## src/rtl/id_fetch_buffer.sv

```systemverilog
// -----------------------------------------------------------------------------
// id_fetch_buffer
//   Circular {pc,inst} FIFO between instruction fetch and decode, with a
//   load-use interlock that holds the head entry for a programmable number of
//   bubble cycles. The interlock fires when the EX-stage load writes a register
//   that the head instruction reads as rs or rt.
//
// Ports
//   clk              sole clock; all state updates on posedge
//   rst              synchronous active-high reset
//   flush            discard all buffered entries and any pending bubbles
//   in_valid/ready   fetch-side handshake; in_pc/in_inst carry the entry
//   out_valid/ready  decode-side handshake; out_pc/out_inst show the head
//   ex_load_valid    EX stage holds a load
//   ex_load_waddr    destination register of that load
//   stallreq_for_id  load-use interlock active this cycle
//   count            number of occupied entries
// -----------------------------------------------------------------------------
module id_fetch_buffer #(
    parameter int DEPTH            = 4,
    parameter int LOAD_USE_BUBBLES = 1
) (
    input  logic                     clk,
    input  logic                     rst,
    input  logic                     flush,
    input  logic                     in_valid,
    output logic                     in_ready,
    input  logic [31:0]              in_pc,
    input  logic [31:0]              in_inst,
    output logic                     out_valid,
    input  logic                     out_ready,
    output logic [31:0]              out_pc,
    output logic [31:0]              out_inst,
    input  logic                     ex_load_valid,
    input  logic [4:0]               ex_load_waddr,
    output logic                     stallreq_for_id,
    output logic [$clog2(DEPTH):0]   count
);

    localparam int PW = $clog2(DEPTH);
    localparam int CW = PW + 1;
    // Bubble counter is reloaded with one less than the total stall length,
    // because the detect cycle itself already stalls.
    localparam logic [2:0] BUB_LOAD = 3'(LOAD_USE_BUBBLES - 1);

    logic [31:0]   pc_mem   [DEPTH];
    logic [31:0]   inst_mem [DEPTH];
    logic [PW-1:0] rd_ptr;
    logic [PW-1:0] wr_ptr;
    logic [CW-1:0] count_q;
    logic [2:0]    bub_cnt;

    logic not_empty;
    logic hazard;
    logic push;
    logic pop;

    // NOTE: every signal driven here gets a value on every path (defaults
    // first), so no latch can be inferred.
    always_comb begin
        not_empty = (count_q != '0);
        in_ready  = (count_q < CW'(DEPTH));
        out_pc    = 32'h0;
        out_inst  = 32'h0;
        if (not_empty) begin
            out_pc   = pc_mem[rd_ptr];
            out_inst = inst_mem[rd_ptr];
        end

        // Detection is suppressed while a bubble sequence is in progress, so
        // one hazard yields exactly LOAD_USE_BUBBLES stall cycles.
        hazard = not_empty && (bub_cnt == 3'd0) && ex_load_valid &&
                 (ex_load_waddr != 5'd0) &&
                 ((ex_load_waddr == out_inst[25:21]) ||
                  (ex_load_waddr == out_inst[20:16]));

        stallreq_for_id = hazard || (bub_cnt != 3'd0);
        out_valid       = not_empty && !stallreq_for_id;

        push = in_valid && in_ready && !flush;
        pop  = out_valid && out_ready && !flush;
    end

    assign count = count_q;

    // NOTE: sequential state uses non-blocking assignments so every register
    // samples the pre-edge values of its neighbours.
    always_ff @(posedge clk) begin
        if (rst) begin
            rd_ptr  <= '0;
            wr_ptr  <= '0;
            count_q <= '0;
            bub_cnt <= 3'd0;
        end else if (flush) begin
            rd_ptr  <= '0;
            wr_ptr  <= '0;
            count_q <= '0;
            bub_cnt <= 3'd0;
        end else begin
            // DEPTH is a power of two, so pointers wrap by natural overflow.
            if (push) wr_ptr <= wr_ptr + PW'(1);
            if (pop)  rd_ptr <= rd_ptr + PW'(1);

            case ({push, pop})
                2'b10:   count_q <= count_q + CW'(1);
                2'b01:   count_q <= count_q - CW'(1);
                default: count_q <= count_q;
            endcase

            if (hazard)                bub_cnt <= BUB_LOAD;
            else if (bub_cnt != 3'd0)  bub_cnt <= bub_cnt - 3'd1;
        end
    end

    // NOTE: storage is not reset; entries are only visible through count,
    // which is, so a reset-free RAM-style array is sufficient.
    always_ff @(posedge clk) begin
        if (push) begin
            pc_mem[wr_ptr]   <= in_pc;
            inst_mem[wr_ptr] <= in_inst;
        end
    end

endmodule

```

## config.mk

```make
export PLATFORM = sky130hd
export DESIGN_NAME = id_fetch_buffer
export DESIGN_NICKNAME = d
export VERILOG_FILES = /design/src/rtl/id_fetch_buffer.sv
export SDC_FILE = /design/constraint.sdc
export NUM_CORES = 1
export LEC_CHECK = 0
export BUFFER_PORTS_ARGS = -buffer_cell sky130_fd_sc_hd__buf_2
export CORE_ASPECT_RATIO = 1.5
export CORE_UTILIZATION = 61
export CTS_BUF_LIST = sky130_fd_sc_hd__clkbuf_8 sky130_fd_sc_hd__clkbuf_16
export DETAILED_ROUTE_END_ITERATION = 12
export GPL_TIMING_DRIVEN = 0
export PLACE_DENSITY_LB_ADDON = 0.15
export SLEW_MARGIN = 25
export SYNTH_ARGS = -nofsm -noshare
export SYNTH_HDL_FRONTEND = slang
export SYNTH_SLANG_ARGS = --single-unit
```

## constraint.sdc

```tcl
create_clock -name clk -period 5.2 [get_ports clk]
set_clock_uncertainty 0.2 [all_clocks]
set_input_delay 0.52 -clock clk [delete_from_list [all_inputs] [get_ports clk]]
set_output_delay 0.52 -clock clk [all_outputs]
set_load 0.005 [all_outputs]
```

==> flow_metrics.py, run 1 <==
metrics = {
    "timing": {
        "period_share": 0.761,
        "max_freq_ghz": 0.253,
        "rsz0062_at_grt": "false",
        "drv_slew": 0,
        "slew_headroom": 0.385,
        "period_needed_ns": 3.96,
        "finalHoldViolations": 0,
        "finalSetupTns_ns": 0,
        "setup_viol": 0,
        "worstMarginPinSlew_ns": 0.920,
    },
    "final_layout": {
        "nFillCells": 1053,
        "fin_cells": 923,
        "area_growth_pct": 17.8,
        "final_layout_size_suffix_gt1_frac": 0.374,
        "layout.nets": 777,
    },
    "global_routing": {
        "grt_pass1_wl_mm": 30.0,
        "antenna_found_initial": 2,
        "grt_usage": 0.228,
        "grt_pass1_vias": 5896,
        "grt_max_degree": 39,
        "grt-ovfl-total": 0,
    },
    "cts": {
        "cts_tree": "yes",
        "cts_setup_buffers": 0,
        "clock-sinks": 268,
        "clockBufferDepth": 3,
        "cts_max_level": 1,
        "cts_resized": 0,
        "clk_pin_slew_ns": 0.07,
        "clkLatencyLatePin_ns": 0.51,
        "postCtsHoldBufs": 0,
        "root_buffer": "clkbuf_16",
        "cts-buffers-inserted": 24,
    },
    "floorplanning": {
        "dieArea_um2": 17900,
        "start_util": 0.628,
        "rows": 58,
        "die_w_um": 109,
        "ios": 145,
        "die_h_um": 163,
        "core-area_um2": 16800,
    },
    "placed_design": {
        "port_buffers": 143,
        "dp_hpwl_mm": 12.7,
        "dp.cells": 878,
        "gp_congestion": 0.787,
    },
    "min_path": {
        "hp-class": "primary input to register",
        "holdPathStages": 1,
    },
    "synthesis": {
        "synth_flop_cell": "edfxtp_1",
        "synthCells": 521,
        "yosysMostFrequentCell": "edfxtp_1",
        "synth_top_area_cell": "edfxtp_1",
        "synth_edf_count": 256,
        "synth_area_leaders": "edfxtp_1, mux4_2, and2_1, dfxtp_1, ha_1",
        "ys_async_sr_fraction": 0,
        "yosysSeqAreaShare": 0.750,
        "ys_types": 38,
        "syn_area_um2": 10600,
        "ys_warn_count": 0,
        "syn_area_per_cell_um2": 20.3,
        "netlist_top_cells_count": "edfxtp_1, and2_1, mux4_2, nor2_1, dfxtp_1",
        "synth-seq-cells": 268,
        "synth.net_count": 604,
        "netlist.area_leader.share": 0.728,
    },
    "routing": {
        "remaining_drc_errors": 0,
        "routedWlPerCell_um": 21.2,
        "antenna_left": 0,
        "routed_via_density": 5.79,
        "drt_wl_total_mm": 19.5,
        "vias": 5340,
        "drt_iter0_markers": 286,
        "firstDrtPassIters": 7,
    },
    "worst_setup_path": {
        "end_kind": "register",
        "startpoint_type": "register",
        "crit_type": "register to register",
        "cp.required_ns": 5.44,
        "reg2reg_depth": 14,
        "crit_fanout": 10,
        "critPathArrivalTime_ns": 4.19,
    },
    "pwr": {
        "ir_drop_v": 0.000337,
        "cellLeakagePower_uw": 0.00438,
        "pwr_density_cell_nw_per_um2": 346,
    },
    "job": {
        "cap_violations": 0,
    },
    "run_status": {
        "status": "finished, final reports clean",
    },
}
## flip-flops by register name (all words and copies together) (netlist names), named ones only
signal and flops:
inst_mem 128, count 3, rd_ptr 2, pc_mem 128
bub_cnt 3, wr_ptr 2
## metal layers
| layer | share of wire | wire length (µm) | track usage |
|---|---|---|---|
| met1 | 0.37 | 7170 | 0.264 |
| met2 | 0.55 | 10800 | 0.417 |
| met3 | 0.051 | 1000 | 0.0387 |
| met4 | 0.029 | 576 | 0.0836 |
| met5 | 0 | 0 | 0 |
## layout by cell type (no fill, tap or decap), drive strengths merged, types with 3 or more instances in the layout
master and count:
o21ai 5, nand2 4, nor3b 3, clkbuf 34, inv 17, nor2 17
xor2 5, clkinv 9, nor3 3, mux4 63, bufinv 3, edfxtp 256
and2 68, xnor2 5, a21oi 5, a211oi 3, or3 4, dfxtp 12
ha 7, buf 162, mux2i 8, nand3 5
## cells by family (layout without fill, tap and decap cells)
group	after synthesis	count (layout)	synth area share
multiplexers	72	72	0.143
flip-flops	268	268	0.750
XOR/XNOR	10	10	0.00829
buffers and inverters	35	225	0.0152
AND/OR/NAND/NOR	110	110	0.0605
AO/OA/AOI/OAI	18	18	0.0126
adder cells (fa/ha/maj)	8	8	0.0102
other	0	2	0
## final timing paths
check        slack (ns)              startpoint                         to
min reg2reg        0.33  rd_ptr[1]$_SDFFE_PP0P_     rd_ptr[1]$_SDFFE_PP0P_
max                1.24   count[0]$_SDFFE_PP0P_      count[2]$_SDFFE_PP0P_
max reg2reg        1.24   count[0]$_SDFFE_PP0P_      count[2]$_SDFFE_PP0P_
min                0.03             in_inst[29]  inst_mem[0][29]$_DFFE_PP_
## worst max-delay path, cell delays in order, from the launching register on
cell      delay, ns
dfxtp_1        0.41
or3_1          0.25
clkbuf_1       0.55
o21ai_0        0.28
a22oi_2        0.24
o21ai_1        0.11
a21oi_2        0.26
nand3_2        0.16
nor2_1         0.16
ha_1           0.21
inv_1          0.06
fa_1           0.38
xor2_1         0.16
or3_1          0.30
a21oi_1        0.14
## final cells by class
type / instances / area [µm²] / area share
antenna: 2 / 5.00 / 0.000402
sequential: 268 / 7930 / 0.637
multi-input combinational: 218 / 2490 / 0.200
tap: 210 / 263 / 0.0211
buffer: 24 / 119 / 0.00955
inverter: 11 / 41.3 / 0.00332
clock inverter: 18 / 158 / 0.0127
clock buffer: 25 / 626 / 0.0503
timing repair buffer: 147 / 818 / 0.0658
## where the power goes
group	internal, µW	switching [µW]	leakage [µW]	total (µW)
Clock	1020	714	0.000404	1730
Combinational	81.4	92.9	0.00155	174
Sequential	2400	7.70	0.00242	2400
Total	3490	814	0.00438	4310
## stage by stage
step / hold slack [ns] / cell area (µm²) / worst slack, ns / utilization / power, µW
3_5_place_dp: 0.307 / 11700 / 1.25 / 0.692 / 2630
2_1_floorplan: 0.250 / 10600 / 1.94 / - / 2530
6_report: 0.0261 / 12400 / 1.24 / 0.739 / 4310
3_3_place_gp: 0.266 / 11500 / 0.588 / 0.686 / 2610
4_1_cts: 0.00806 / 12400 / 1.23 / 0.739 / 4350
5_1_grt: 0.0134 / 12400 / 1.04 / 0.739 / 4430
Note: power is estimated with default switching activity, not from simulation.
==> inputs of run 2 (changes only) <==
--- a/config.mk
+++ b/config.mk
@@ -7,7 +7,7 @@
 export LEC_CHECK = 0
 export BUFFER_PORTS_ARGS = -buffer_cell sky130_fd_sc_hd__buf_2
 export CORE_ASPECT_RATIO = 1.5
-export CORE_UTILIZATION = 61
+export CORE_UTILIZATION = 52
 export CTS_BUF_LIST = sky130_fd_sc_hd__clkbuf_8 sky130_fd_sc_hd__clkbuf_16
 export DETAILED_ROUTE_END_ITERATION = 12
 export GPL_TIMING_DRIVEN = 0
==> constraint.sdc (replaced) <==
create_clock -name clk -period 3.49 [get_ports clk]
set_clock_uncertainty 0.2 [all_clocks]
set_input_delay 0.349 -clock clk [delete_from_list [all_inputs] [get_ports clk]]
set_output_delay 0.349 -clock clk [all_outputs]
set_load 0.005 [all_outputs]
==> run 2 against run 1 <==
Net effect: non-clock buffer count up 77; via count up 6.5%; sequential share of layout area down 4.5 points; critical path type unchanged; largest cell class unchanged; largest power group unchanged; highest routed layer unchanged.
==> flow_metrics.py, run 2 (same netlist as run 1, synthesis figures left out) <==
metrics = {
    "placed_design": {
        "dp.cells": 928,
        "dp_hpwl_mm": 12.9,
        "gp_congestion": 0.821,
        "port_buffers": 143,
    },
    "global_routing": {
        "grt_usage": 0.205,
        "grt-ovfl-total": 0,
        "grt_pass1_wl_mm": 32.6,
        "grt_pass1_vias": 6172,
        "antenna_found_initial": 0,
        "grt_max_degree": 42,
    },
    "timing": {
        "max_freq_ghz": 0.293,
        "rsz0062_at_grt": "true",
        "hold_ws_ns": 0.0798,
        "drv_slew": 0,
        "finalHoldViolations": 0,
        "period_share": 0.979,
        "setup_viol": 0,
        "slew_headroom": 0.536,
        "worstMarginPinSlew_ns": 0.695,
        "period_needed_ns": 3.42,
    },
    "final_layout": {
        "diodes": 0,
        "layout.cells.most_common_list": "edfxtp_1, buf_2, dlygate4sd3_1, mux4_2, and2_1",
        "top_regs": "inst_mem x128, pc_mem x128",
        "layout_commonest_cell": "edfxtp_1",
        "final_layout_size_suffix_gt1_frac": 0.369,
        "layout.nets": 855,
        "area_growth_pct": 26.9,
        "nFillCells": 1385,
        "fin_cells": 1048,
    },
    "worst_setup_path": {
        "startpoint_type": "register",
        "critPathArrivalTime_ns": 3.66,
        "crit_slowest_cell": "mux4_2",
        "crit_fanout": 7,
        "crit_type": "register to register",
        "slowest_delay_ns": 0.53,
        "crit_path_cell_trace": "buf_8, mux4_2, buf_4, xor2_1, o21ai_2, a21oi_2, nand3_2, nor2_2, ha_2, inv_1, fa_2, xor2_1, or3_1, a21oi_2",
        "cp.required_ns": 3.74,
        "end_kind": "register",
    },
    "routing": {
        "remaining_drc_errors": 0,
        "antenna_left": 0,
        "drt_iter0_markers": 277,
        "routedWlPerCell_um": 20.0,
        "drt_wl_total_mm": 20.9,
        "firstDrtPassIters": 4,
        "vias": 5689,
        "routed_via_density": 5.43,
    },
    "job": {
        "cap_violations": 0,
    },
    "floorplanning": {
        "die_h_um": 177,
        "start_util": 0.532,
        "ios": 145,
        "dieArea_um2": 20900,
        "rows": 63,
        "die_w_um": 118,
        "core-area_um2": 19900,
    },
    "cts": {
        "cts-buffers-inserted": 25,
        "cts_max_level": 1,
        "clkLatencyLatePin_ns": 0.51,
        "clock-sinks": 268,
        "cts_tree": "yes",
        "root_buffer": "clkbuf_16",
        "clk_pin_slew_ns": 0.06,
        "clockBufferDepth": 3,
    },
    "pwr": {
        "ir_drop_v": 0.000425,
        "pwr_density_cell_nw_per_um2": 504,
        "cellLeakagePower_uw": 0.00475,
    },
    "run_status": {
        "status": "finished, final reports clean",
    },
    "min_path": {
        "hp-class": "primary input to register",
    },
}
-- run 2: cell count changes in the layout (fill, tap and decap cells not counted), moves of 3 or more --
cell,change
buf_2,-3
buf_4,+10
bufinv_16,+3
clkbuf_4,+3
dlygate4sd3_1,+67
-- run 2: routing by layer --
layer  global-route usage  part of all wire  vias up
li1                     -                 -     2573
met1                0.251              0.40     2921
met3               0.0362             0.051       30
met4               0.0554             0.019        0
met2                0.375              0.53      165
met5                    0                 0        -
-- run 2: worst paths after layout --
kind                                from                     to  slack, ns  cells past startpoint
setup / recovery                register  count[2]$_SDFFE_PP0P_       0.07                     14
hold / removal                     flush               register       0.08                      3
setup reg to reg                register  count[2]$_SDFFE_PP0P_       0.07                     14
hold reg to reg   rd_ptr[1]$_SDFFE_PP0P_               register       0.33                      2
-- run 2: cell type report --
| class | instances | area [µm²] | area share |
|---|---|---|---|
| flip-flops and latches | 268 | 7930 | 0.592 |
| multi-input cells | 218 | 2530 | 0.189 |
| repair buffers | 224 | 1570 | 0.117 |
| clock buffers | 25 | 626 | 0.0467 |
| well taps | 260 | 325 | 0.0243 |
| clock inverters | 18 | 233 | 0.0174 |
| plain buffers | 24 | 143 | 0.0106 |
| inverters | 11 | 41.3 | 0.00308 |
-- run 2: critical path, delay by kind of cell, from the launching register on --
kind                     cells  cell delay (ns)
flip-flops                   1             0.33
AND/OR/NAND/NOR              3             0.66
XOR/XNOR                     2             0.33
buffers and inverters        3             0.35
adder cells (fa/ha/maj)      2             0.53
AO/OA/AOI/OAI                3             0.42
multiplexers                 1             0.53
-- run 2: power breakdown --
group,switching (µW),internal (µW)
combinational,155,175
clock,1110,1740
sequential,11.4,3570
total,1280,5480
-- run 2: through the flow --
stage	TNS, ns	utilization	power [µW]	worst slack [ns]	area, µm²
6_report	0	0.675	6760	0.0734	13400
2_1_floorplan	0	-	3780	0.282	10600
3_5_place_dp	-0.676	0.590	3910	-0.460	11700
3_3_place_gp	-244.31	0.584	3900	-0.962	11600
4_1_cts	0	0.668	6800	0.00255	13300
5_1_grt	-0.0627	0.675	6960	-0.0609	13400
-- run 2: repair_timing --
item	in CTS	in global routing
hold endpoints to repair	261	0
setup endpoints to repair	2	4
setup buffers	1	8
hold buffers	67	0
pin swaps	1	11
resized for setup	6	14
gates cloned	0	1
